<file path="config.mk">
export PLATFORM = sky130hd
export DESIGN_NAME = mvau_stream_ctrl
export DESIGN_NICKNAME = d
export VERILOG_FILES = /design/src/rtl/mvau_stream_ctrl.sv
export SDC_FILE = /design/constraint.sdc
export NUM_CORES = 1
export LEC_CHECK = 0
export CORE_MARGIN = 10
export CORE_UTILIZATION = 52
export CTS_CLUSTER_SIZE = 40
export DETAILED_ROUTE_END_ITERATION = 16
export MAX_ROUTING_LAYER = met4
export PLACE_DENSITY = 0.8
export SKIP_LAST_GASP = 1
export SYNTH_ARGS = -nofsm -noshare
export SYNTH_HDL_FRONTEND = slang
export SYNTH_SLANG_ARGS = --single-unit
</file>
<file path="constraint.sdc">
create_clock -name clk -period 2 [get_ports clk]
set_clock_uncertainty 0.2 [all_clocks]
set_input_delay 0.5 -clock clk [delete_from_list [all_inputs] [get_ports clk]]
set_output_delay 0.5 -clock clk [all_outputs]
set_load 0.01 [all_outputs]
</file>
<file path="src/rtl/mvau_stream_ctrl.sv">
// Input sequencer for the MVAU: buffers one activation vector while passing it
// through, then replays it once per remaining neuron fold with aligned weight addresses.
module mvau_stream_ctrl #(
    parameter int SIMD         = 2,
    parameter int TI           = 4,
    parameter int SF           = 4,
    parameter int NF           = 3,
    parameter int WMEM_ADDR_BW = 4
) (
    input  logic                    clk,
    input  logic                    rst_n,
    input  logic                    in_v,
    input  logic [SIMD*TI-1:0]      in_data,
    output logic                    in_rdy,
    input  logic                    out_stall,
    output logic                    out_v,
    output logic [SIMD*TI-1:0]      out_data,
    output logic [WMEM_ADDR_BW-1:0] wmem_addr,
    output logic                    sf_clr
);

    localparam int DW    = SIMD * TI;
    localparam int SF_BW = (SF > 1) ? $clog2(SF) : 1;
    localparam int NF_BW = (NF > 1) ? $clog2(NF) : 1;

    typedef enum logic {WRITE, READ} state_t;

    state_t            state;
    logic [SF_BW-1:0]  sf_cnt;
    logic [NF_BW-1:0]  nf_cnt;
    logic [DW-1:0]     buffer [SF];

    logic                    hold;
    logic                    accept;
    logic                    advance;
    logic                    sf_last;
    logic                    nf_last;
    logic [WMEM_ADDR_BW-1:0] addr_calc;
    logic [DW-1:0]           word;

    assign hold    = out_v && out_stall;
    assign in_rdy  = (state == WRITE) && !hold;
    assign accept  = in_v && in_rdy;
    assign advance = !hold && ((state == READ) || accept);
    assign sf_last = (sf_cnt == SF_BW'(SF - 1));
    assign nf_last = (nf_cnt == NF_BW'(NF - 1));

    // nf_cnt is zero throughout WRITE, so one formula covers both states
    assign addr_calc = WMEM_ADDR_BW'(nf_cnt) * WMEM_ADDR_BW'(SF) + WMEM_ADDR_BW'(sf_cnt);
    assign word      = (state == WRITE) ? in_data : buffer[sf_cnt];

    always_ff @(posedge clk) begin
        if (accept) begin
            buffer[sf_cnt] <= in_data;
        end
    end

    always_ff @(posedge clk or negedge rst_n) begin
        if (!rst_n) begin
            state     <= WRITE;
            sf_cnt    <= '0;
            nf_cnt    <= '0;
            out_v     <= 1'b0;
            out_data  <= '0;
            wmem_addr <= '0;
            sf_clr    <= 1'b0;
        end else if (advance) begin
            out_v     <= 1'b1;
            out_data  <= word;
            wmem_addr <= addr_calc;
            sf_clr    <= sf_last;
            if (sf_last) begin
                sf_cnt <= '0;
                if (state == WRITE) begin
                    if (NF > 1) begin
                        nf_cnt <= NF_BW'(1);
                        state  <= READ;
                    end
                end else if (nf_last) begin
                    nf_cnt <= '0;
                    state  <= WRITE;
                end else begin
                    nf_cnt <= nf_cnt + NF_BW'(1);
                end
            end else begin
                sf_cnt <= sf_cnt + SF_BW'(1);
            end
        end else if (!hold) begin
            out_v  <= 1'b0;
            sf_clr <= 1'b0;
        end
    end

endmodule
</file>
Word level (Yosys, flattened, before mapping)
Memory sizes are Yosys's and may differ from the RTL's. A register that Yosys moved wholly into a read port is not among the register bits.
Index checks and enable logic that the tools add are counted.
- flip-flop bits (word level): 11
- bits in latches: 0
- RAM bits: 32
- ROM bits: 0
- bits of input ports: 12
- output and inout port bits: 15
- logic and storage cells: 32
- memories kept: 1
- memories (name ; depth ; width ; read ports ; clocked after memory_dff ; write ports ; RTL line ; text):
    buffer ; 4 ; 8 ; 1 ; 1 ; 1 ; 31 ; logic [DW-1:0] buffer [SF];
- add/sub/neg operators: 3
- $mul: 0
- div/mod/pow operators: 0
- $lt $le $gt $ge: 0
- equal/unequal tests: 3
- shift-type cells: 0
- multiplexer cells: 10
- bitwise logic cells: 1
- reduce and logical (&&, ||, !) cells: 8
- operator list (kind ; number):
    $mux W1 ; 7
    $mux W2 ; 3
    $add A2 B1 Y2 const B ; 2
    $add A4 B2 Y4 ; 1
    $eq A2 B2 Y1 const B ; 2
    $logic_and A1 B1 Y1 ; 4
    $logic_not A1 Y1 ; 2
    $ne A2 B1 Y1 const B ; 1
    $reduce_and A2 Y1 ; 1
    $logic_or A1 B1 Y1 ; 1
    $not A1 Y1 ; 1

Logic depth before layout (Yosys ltp)
Gate-level depths: netlist of run 1.
- depth in word-level cells: 7
- depth in mapped cells: 5

Worst setup path before layout of run 1
No wires, ideal clock.
- path kind: input port to flip-flop
- start: input out_stall
- end: memory buffer[0][0] (netlist bit), enable pin
- library setup time: 0.332 ns
- data arrival time: 1.327 ns
- setup slack: 0.141 ns
- stages: 3
- path buffers: 1
- path through: a21oi_1 -> buf_2 -> and3_1
- word-level cells in the longest chain between the ends: 6
- RTL lines (element ; RTL line ; text):
    start: declaration ; 15 ; input logic out_stall,
    $logic_and A1 B1 Y1 ; 41 ; assign hold = out_v && out_stall;
    $logic_not A1 Y1 ; -- ;
    $logic_and A1 B1 Y1 ; 42 ; assign in_rdy = (state == WRITE) && !hold;
    net in_rdy ; 14 ; output logic in_rdy,
    $logic_and A1 B1 Y1 ; 43 ; assign accept = in_v && in_rdy;
    $mux W1 ; 53 ; if (accept) begin
    $mux W1 (implied by the code) ; 54 ; buffer[sf_cnt] <= in_data;
    end: declaration ; 31 ;
The timed path passes the listed nets, and every way through them passes these cells.

Worst setup path after layout of run 1
- start: register out_data[1] (read register of buffer)
- end: output out_data[1]
- RTL lines (element ; RTL line ; text):
    start: declaration ; 17 ; output logic [SIMD*TI-1:0] out_data,
No word-level cell between the ends.

==> results of run 1 <==
cell families (layout without fill, tap and decap cells):
| logic type | count (synthesis) | in the layout |
|---|---|---|
| DFF | 51 | 51 |
| and+or+nand+nor | 26 | 26 |
| AOI/OAI and AO/OA | 21 | 21 |
| muxes | 9 | 9 |
| buffers and inverters | 8 | 60 |
| adders and majority gates | 4 | 4 |
synthesized netlist by cell type:
master,n
a21oi_1,2
nor2_1,1
and3_1,13
o21ai_0,6
buf_6,1
mux4_2,8
ha_1,4
a21oi_2,1
a2bb2oi_2,1
dfrtp_1,19
nand2_1,9
a31oi_1,1
clkbuf_1,3
mux2_2,1
or3_2,1
a221o_1,8
inv_1,3
buf_2,1
nand3_1,1
nand2b_1,1
o2bb2ai_2,1
a22o_1,1
edfxtp_1,32
final timing paths:
kind / startpoint / endpoint / slack [ps] / cells past startpoint
max: out_data[1] / out_data[1] / 70 / 1
max reg2reg: out_v / buffer[2][3] / 280 / 4
min in group asynchronous: rst_n / wmem_addr[0] / 320 / 2
min: wmem_addr[3] / wmem_addr[3] / 290 / 2
max in group asynchronous: rst_n / out_data[7] / 1050 / 2
min reg2reg: wmem_addr[3] / wmem_addr[3] / 290 / 2
registers in the layout, indices dropped and copies added, names as in the netlist:
register	flops
out_data	8
out_v	1
buffer	32
sf_clr	1
nf_cnt	2
state	1
wmem_addr	4
sf_cnt	2
stage by stage:
step / TNS [ps] / util, % / power, mW / hold slack, ps
6_report: 0 / 70.0 / 3.23 / 289
5_1_grt: 0 / 70.0 / 3.41 / 321
3_5_place_dp: -14350 / 67.8 / 2.70 / 272
4_1_cts: -57.3 / 70.0 / 3.26 / 295
3_3_place_gp: -13280 / 67.8 / 2.65 / 262
2_1_floorplan: 0 / - / 2.09 / 4.41
power breakdown:
part	internal (mW)	total, mW	switching [mW]
Sequential	1.32	1.46	0.139
Combinational	0.680	1.20	0.516
Clock	0.246	0.571	0.325
area by class of cell:
| type | count | share of cell area [%] |
|---|---|---|
| clock inverter | 2 | 0.433 |
| timing repair buffer | 49 | 17.5 |
| sequential | 51 | 55.2 |
| clock buffer | 6 | 2.79 |
| multi-input combinational | 60 | 21.4 |
| tap | 48 | 2.31 |
| inverter | 3 | 0.433 |
per-layer routing:
| layer | vias up | track usage (%) | wire length (µm) |
|---|---|---|---|
| met4 | 0 | 4.42 | 78 |
| met3 | 6 | 4.54 | 276 |
| met5 | - | - | 0 |
| li1 | 575 | - | - |
| met1 | 638 | 14.4 | 1740 |
| met2 | 36 | 24.8 | 2190 |
what timing repair did:
action | in CTS | in global routing
pin swaps | 1 | 1
gates resized for setup | 6 | 1
setup endpoints to repair | 39 | 15
==> results.json, run 1 <==
{
  "stdcell_area_mm2": 0.00260,
  "syn_avg_cell_area_um2": 17.0,
  "wl_mm": 4.29,
  "maxSlewHeadroom_pct": 81.0,
  "grt_max_degree": 20,
  "place_area_mm2": 0.00252,
  "path_buf_inv": 1,
  "p_per_area_mw_per_mm2": 1240,
  "routedWlPerCell_um": 19.6,
  "die_w_um": 82.5,
  "outcome": "finished, final reports clean",
  "initial_utilization_pct": 54.6,
  "hold_violations": 0,
  "ys_ff_latch": 51,
  "fp.dieH_um": 82.5,
  "start_kind": "flip-flop",
  "clock.fmax_ghz": 0.518,
  "grt.overflow.total": 0,
  "worst_ep_arrival_time_ps": 1230,
  "setup_viol": 0,
  "die-area_mm2": 0.00680,
  "worst_slack_ps": 70.2,
  "grt_pass1_vias": 1383,
  "n_antenna_cell": 0,
  "synth_top_family_by_area": "multiplexers",
  "cpPeakStageDelay_ps": 550,
  "rsz0062_at_grt": "false",
  "hold_buffers": 0,
  "n_fill_cell": 268,
  "core-area_mm2": 0.00372,
  "cts_max_level": 2,
  "yosysUniqueCellTypes": 23,
  "grt_antenna_before_repair": 0,
  "layout_common_cells": "32 x edfxtp_1, 23 x clkdlybuf4s50_1, 21 x buf_4",
  "drive_above_1_share_pct": 26.3,
  "required_ps": 1300,
  "worst-path-max-fanout": 2,
  "routabilityCongestion": 0.807,
  "layout_min_cycle_time_ps": 1930,
  "hp-class": "reg -> reg",
  "synth_top_cell_by_area": "edfxtp_1",
  "crit_type": "reg -> out",
  "drv_cap": 0,
  "area_growth_syn_to_layout_pct": 28.3,
  "synth-simple-area-share_pct": 6.79,
  "hpwl_mm": 3.14,
  "drt_iter0_drc": 40,
  "fin_nets": 186,
  "synth_area_leaders": "edfxtp_1 47%, dfrtp_1 23%, mux4_2 8.9%, and3_1 4.0%, a221o_1 3.9%",
  "layout_commonest_cell": "edfxtp_1",
  "crit_chain": "clkdlybuf4s50_1",
  "detail_route.drc_violations": 0,
  "syn_nets": 135,
  "fin_crit_sh_pct": 96.5,
  "synthMuxAreaShare_pct": 9.44,
  "cts_tree": "done",
  "drtPass1Iterations": 4,
  "num_vias": 1255,
  "synth_top_area_share_pct": 47.4,
  "clk_latency_ps": 310,
  "clockRootBuffer": "clkbuf_8",
  "seq_area_frac_synth_pct": 70.8,
  "cts_max_path_buffers": 2,
  "grt_first_pass_wirelength_mm": 6.81,
  "maxSlewViolCount": 0,
  "viasPerCell": 5.73,
  "row_count": 22,
  "track_usage_pct": 14.0,
  "syn_inst": 119,
  "critical_path.top_delay_family": "buffers and inverters",
  "ys_warn_count": 0,
  "dp_slack_ps": -543,
  "clk_pin_slew_ps": 100,
  "leakage_nw": 1.05,
  "regArea_mm2": 0.00144,
  "fin_cells": 219,
  "antenna_left": 0,
  "multi_input_area_um2": 557,
  "io_pins": 27,
  "tightest_slew_ps": 286,
  "synth_xor_area_share_pct": 0,
  "syn_area_mm2": 0.00203,
  "cts-buffers-inserted": 5,
  "cp-end-kind": "output pin",
  "synth_fa_ha_area_share_pct": 2.47,
  "worst_ir_drop_vdd_v": 0.000628,
  "dp_cells": 211,
  "clkSinkCount": 51,
  "cts_setup_buffers": 0,
  "portBuffers": 26,
  "critPathSlowestCell": "clkdlybuf4s50_1",
  "synth_compound_area_share_pct": 8.57
}
Note: power is estimated with default switching activity, not from simulation.
==> run 2: changes to the inputs <==
- TNS_END_PERCENT: default -> 10
==> results of run 2 <==
Same layout as run 1: the final DEF is identical, and so are final timing and power.
